--- src/rtl/mux_rr_scheduler.sv ---
// ---------------------------------------------------------------------------
// mux_rr_scheduler
//
// Round-robin scheduler that shares one 4-to-1 select datapath between four
// requesters. It picks the next requester after the last one served, holds
// the grant for at most HOLD_CYCLES clocks, and registers the selected data
// word for the downstream capture stage.
//
// Parameters
//   WIDTH        bit width of each in_dataN and of out_data
//   HOLD_CYCLES  maximum grant length in clk cycles (>= 1)
//
// Ports
//   clk        rising-edge system clock
//   reset_n    asynchronous active-low reset
//   req        req[k]=1 : requester k wants the datapath
//   in_data0-3 data words from requesters 0..3
//   lock       keeps the current grant past slot expiry
//              (present only when MUX_SCHED_LOCK_EN is defined)
//   select     registered index of the current/last granted requester
//   grant      registered one-hot grant, zero while idle
//   busy       registered, high while a grant is active
//   valid      registered, out_data holds a word sampled during a grant
//   out_data   registered copy of the selected in_dataN
//
// Build option
//   MUX_SCHED_LOCK_EN : adds the lock input and the expiry-suppression logic.
// ---------------------------------------------------------------------------
module mux_rr_scheduler #(
    parameter int WIDTH       = 4,
    parameter int HOLD_CYCLES = 4
) (
    input  logic             clk,
    input  logic             reset_n,
    input  logic [3:0]       req,
    input  logic [WIDTH-1:0] in_data0,
    input  logic [WIDTH-1:0] in_data1,
    input  logic [WIDTH-1:0] in_data2,
    input  logic [WIDTH-1:0] in_data3,
`ifdef MUX_SCHED_LOCK_EN
    input  logic             lock,
`endif
    output logic [1:0]       select,
    output logic [3:0]       grant,
    output logic             busy,
    output logic             valid,
    output logic [WIDTH-1:0] out_data
);

    localparam int CNT_W = (HOLD_CYCLES > 1) ? $clog2(HOLD_CYCLES) : 1;
    localparam logic [CNT_W-1:0] CNT_LAST = CNT_W'(HOLD_CYCLES - 1);

    typedef enum logic {IDLE, GRANT} state_t;

    state_t           state_q, state_d;
    logic [CNT_W-1:0] cnt_q, cnt_d;
    logic [1:0]       last_ptr_q, last_ptr_d;
    logic [1:0]       select_q, select_d;
    logic [3:0]       grant_q, grant_d;
    logic             busy_q, busy_d;
    logic             valid_q, valid_d;
    logic [WIDTH-1:0] out_data_q, out_data_d;

    logic             winFound;
    logic [1:0]       winIdx;
    logic [1:0]       cand;
    logic [WIDTH-1:0] selData;
    logic             lockHold;
    logic             slotExpired;
    logic             releaseNow;

    // Round-robin search: start one past the last served requester and
    // wrap; offset 4 folds back onto last_ptr itself so it is checked last.
    always_comb begin
        winFound = 1'b0;
        winIdx   = 2'd0;
        cand     = 2'd0;
        for (int i = 1; i <= 4; i++) begin
            cand = last_ptr_q + 2'(i);
            if (!winFound && req[cand]) begin
                winFound = 1'b1;
                winIdx   = cand;
            end
        end
    end

    always_comb begin
        case (select_q)
            2'd0:    selData = in_data0;
            2'd1:    selData = in_data1;
            2'd2:    selData = in_data2;
            default: selData = in_data3;
        endcase
    end

`ifdef MUX_SCHED_LOCK_EN
    assign lockHold = lock & req[select_q];
`else
    assign lockHold = 1'b0;
`endif

    // A grant ends when its owner drops the request, or when the slot is
    // used up and no lock is holding it open.
    assign slotExpired = (cnt_q == CNT_LAST);
    assign releaseNow  = !req[select_q] || (slotExpired && !lockHold);

    always_ff @(posedge clk or negedge reset_n) begin
        if (!reset_n) begin
            state_q    <= IDLE;
            cnt_q      <= '0;
            last_ptr_q <= 2'd3;
            select_q   <= 2'd0;
            grant_q    <= 4'd0;
            busy_q     <= 1'b0;
            valid_q    <= 1'b0;
            out_data_q <= '0;
        end else begin
            state_q    <= state_d;
            cnt_q      <= cnt_d;
            last_ptr_q <= last_ptr_d;
            select_q   <= select_d;
            grant_q    <= grant_d;
            busy_q     <= busy_d;
            valid_q    <= valid_d;
            out_data_q <= out_data_d;
        end
    end

    always_comb begin
        state_d = state_q;
        case (state_q)
            IDLE:    if (winFound)   state_d = GRANT;
            GRANT:   if (releaseNow) state_d = IDLE;
            default: state_d = IDLE;
        endcase
    end

    // Next values of the registered outputs. While locked at expiry the
    // counter saturates, so dropping lock releases on the following edge.
    always_comb begin
        cnt_d      = cnt_q;
        last_ptr_d = last_ptr_q;
        select_d   = select_q;
        grant_d    = grant_q;
        busy_d     = busy_q;
        valid_d    = 1'b0;
        out_data_d = out_data_q;
        case (state_q)
            IDLE: begin
                if (winFound) begin
                    select_d = winIdx;
                    grant_d  = 4'b0001 << winIdx;
                    busy_d   = 1'b1;
                    cnt_d    = '0;
                end
            end
            GRANT: begin
                valid_d    = 1'b1;
                out_data_d = selData;
                if (releaseNow) begin
                    grant_d    = 4'd0;
                    busy_d     = 1'b0;
                    last_ptr_d = select_q;
                    cnt_d      = '0;
                end else if (!slotExpired) begin
                    cnt_d = cnt_q + CNT_W'(1);
                end
            end
            default: ;
        endcase
    end

    assign select   = select_q;
    assign grant    = grant_q;
    assign busy     = busy_q;
    assign valid    = valid_q;
    assign out_data = out_data_q;

endmodule

--- config.mk ---
export PLATFORM = sky130hd
export DESIGN_NAME = mux_rr_scheduler
export DESIGN_NICKNAME = d
export VERILOG_FILES = /design/src/rtl/mux_rr_scheduler.sv
export SDC_FILE = /design/constraint.sdc
export NUM_CORES = 1
export LEC_CHECK = 0
export BUFFER_PORTS_ARGS = -buffer_cell sky130_fd_sc_hd__buf_2
export CAP_MARGIN = 20
export CORE_MARGIN = 3
export CORE_UTILIZATION = 40
export DETAILED_ROUTE_END_ITERATION = 12
export HOLD_SLACK_MARGIN = 0.12
export PLACE_DENSITY = 0.69
export SYNTH_ARGS = -nofsm -noshare
export SYNTH_HDL_FRONTEND = slang
export SYNTH_SLANG_ARGS = --single-unit
--- constraint.sdc ---
create_clock -name clk -period 1.5 [get_ports clk]
set_input_delay 0.45 -clock clk [delete_from_list [all_inputs] [get_ports clk]]
set_output_delay 0.45 -clock clk [all_outputs]
set_load 0.02 [all_outputs]
==> impl_metrics.tcl <==
set metrics [dict create \
    ys_seq_area_frac 0.457 \
    insertion_delay_ps 290 \
    place.gp.congestion 0.707 \
    grt_max_degree 18 \
    wl_mm 2.15 \
    r2r-end "select[1]" \
    ys.warnings.count 0 \
    dieArea_sq_mm 0.00296 \
    grt_use_total 0.146 \
    power.internal_mw 1.63 \
    finalCritPeriodShare 0.992 \
    grt_pass1_wl_mm 3.11 \
    synth_xor_area_frac 0 \
    antenna_found_initial 0 \
    comb_power_share 0.600 \
    worst-endpoint-required_ps 1690 \
    reg2reg_from "last_ptr_q[0]" \
    final_common_cell "buf_2" \
    drtPass1Iterations 5 \
    ys_ff_latch 17 \
    ios 34 \
    hold_class "reg -> reg" \
    worstRegToRegCells 4 \
    layout_setup_ws_ps 12.4 \
    min_from "out_data[0]" \
    switching_power_mw 1.06 \
    clock_skew_ps 1.87 \
    route.detailed.drc 0 \
    run_status "complete, no violations" \
    grt-ovfl-total 0 \
    place_ws_ps -92.0 \
    cts_htree_levels 1 \
    layout.cells.non_filler 147 \
    critPathArrivalTime_ps 1680 \
    seqPwrFrac 0.310 \
    postRouteAntennaNets 0 \
    ir_drop_mv 0.969 \
    path_clk_slew_ps 100 \
    clk_path_buf_depth 2 \
    crit_fanout 4 \
    min_path_cells 1 \
    layout_common_cells "buf_2, dfrtp_1, buf_4, nand2_1, mux2_2" \
    synth_mux_area_frac 0.237 \
    vias 761 \
    cpMaxStageDelayCell "dfstp_2" \
    grt_pass1_vias 761 \
    avgSynthCellArea_sq_um 12.8 \
    vias_per_cell 5.18 \
    avgRoutedWirePerCell_um 14.6 \
    power.leakage_nw 0.627 \
    end_kind "register" \
    die_height_um 54.4 \
    fill_cells 177 \
    synth_cell_types 33 \
    synth_compound_area_frac 0.120 \
    numClockSinks 17 \
    diodes 0 \
    worst_slew_pin_slew_ps 380 \
    hold_violations 0 \
    coreArea_sq_mm 0.00208 \
    initialDrtViolationCount 8 \
    syn2layout_area_growth_pct 38.1 \
    fmax_mhz 672 \
    port_buffers 33 \
    crit_type "reg -> reg" \
    final_max_slew_viol_count 0 \
    syn_nets 96 \
    cts_buffers 3 \
    setup_violations 0 \
    rsz0062_at_grt "true" \
    cts_tree "built" \
    start_util 0.450 \
    crit_path_cell_trace "and3b_1 -> o31ai_4 -> nor2_1 -> a21o_2" \
    syn_area_sq_um 936 \
    synth_top_family_by_area "multiplexers" \
    swShare 0.394 \
    max_slew_margin 0.747 \
    cts_root_buf "clkbuf_4" \
    dp.final_hpwl_mm 1.57 \
    core.rowCount 16 \
    cp-start-kind "register" \
    fp.dieW_um 54.4 \
    dp_cells 135 \
    synthSimpleGateAreaFrac 0.127 \
    drv_cap 0 \
    nNetsFinal 144 \
    powerDensity_mw_per_mm2 2090 \
    seq_area_sq_um 429 \
    ff2ff_setup_slack_ps 10 \
    period_needed_ps 1490 \
    multiInputGateArea_sq_um 513 \
    synthAdderAreaFrac 0.0134 \
    critPathMaxStageDelay_ps 570 \
    min_to "out_data[0]" \
    netlist_instances 73 \
    finalPower_mw 2.70 \
    power_frac_clock 0.090 \
    layout-drive-gt1-share 0.608 \
]
-- cells in the mapped netlist --
cell / n / share of area
mux4_1: 4 / 0.11
o31ai_2: 1 / 0.013
ha_1: 1 / 0.013
or2_1: 2 / 0.013
mux2i_1: 3 / 0.032
o32ai_1: 1 / 0.0094
o22ai_1: 1 / 0.0067
dfstp_2: 2 / 0.056
and3b_1: 1 / 0.0094
mux2_2: 5 / 0.060
buf_6: 2 / 0.024
o22ai_2: 1 / 0.013
dfrtp_1: 15 / 0.40
o2bb2ai_1: 2 / 0.019
o21ai_1: 1 / 0.0053
buf_4: 1 / 0.0080
nor2_1: 2 / 0.0080
a21boi_0: 1 / 0.0080
o21ai_0: 2 / 0.011
and2_1: 1 / 0.0067
buf_2: 1 / 0.0053
or2_2: 1 / 0.0067
nor4_1: 1 / 0.0067
nor2b_1: 2 / 0.013
a21oi_1: 1 / 0.0053
a21o_2: 1 / 0.0094
inv_1: 2 / 0.0080
mux2_4: 2 / 0.032
nand2_1: 6 / 0.024
o22a_1: 1 / 0.0094
nor2_4: 1 / 0.012
a32o_1: 1 / 0.011
nand2b_1: 4 / 0.027
-- registers in the layout (all words and copies together) (netlist names) --
signal	count
busy	1
valid	1
out_data	4
state_q	1
select	2
grant	4
cnt_q	2
last_ptr_q	2
-- power by group through the flow --
stage / Clock [mW] / Combinational, mW / Sequential, mW
finish: 0.243 / 1.62 / 0.835
global route: 0.267 / 1.74 / 0.862
CTS: 0.253 / 1.32 / 0.873
detailed placement: 0 / 1.30 / 0.878
global placement: 0 / 1.27 / 0.869
floorplan: 0 / 0.806 / 1.00
-- worst max path at each step --
stage                   from       endpoint
2_1_floorplan      select[1]  last_ptr_q[0]
3_3_place_gp          req[1]       grant[0]
3_5_place_dp          req[1]       grant[0]
4_1_cts            select[1]      select[1]
5_1_grt        last_ptr_q[0]      select[1]
6_report       last_ptr_q[0]      select[1]
-- layout make-up --
class | instances | area share
multi-input cells | 50 | 0.397
flip-flops and latches | 17 | 0.332
repair buffers | 47 | 0.218
well taps | 27 | 0.0261
clock buffers | 3 | 0.0174
inverters | 2 | 0.00581
clock inverters | 1 | 0.00387
-- worst max-delay path, delay by kind of cell (launching register included) --
family,cells,cell delay [ps]
DFF,1,570
AOI/OAI and AO/OA,2,510
and+or+nand+nor,2,290
-- routing by layer --
| metal | GRT usage | vias to the layer above | part of all wire |
|---|---|---|---|
| met5 | 0 | - | 0 |
| met4 | 0.0373 | 0 | 0.0098 |
| met3 | 0.0327 | 3 | 0.062 |
| met2 | 0.271 | 26 | 0.48 |
| met1 | 0.166 | 365 | 0.45 |
| li1 | - | 367 | - |
-- stage by stage --
step                TNS (ps)  hold slack [ps]   util  area, sq um
finish                     0              509  0.621         1290
global route            -141              529  0.621         1290
global placement        -122              389  0.550         1150
CTS                        0              514  0.575         1200
floorplan                  0              154      -          937
detailed placement      -378              392  0.550         1150
-- logic make-up after synthesis --
group / count (synthesis)
DFF: 17
and+or+nand+nor: 21
buffers and inverters: 6
muxes: 14
AOI/OAI and AO/OA: 14
adders and majority gates: 1
-- what timing repair did --
action,4_1_cts,5_1_grt
resized for setup,2,15
setup buffers,0,7
endpoints found under the setup margin,3,15
pin swaps,1,3
cloned,0,0
hold buffers,1,0
hold endpoints to repair,15,0
Power figures use the tool's default switching activity.
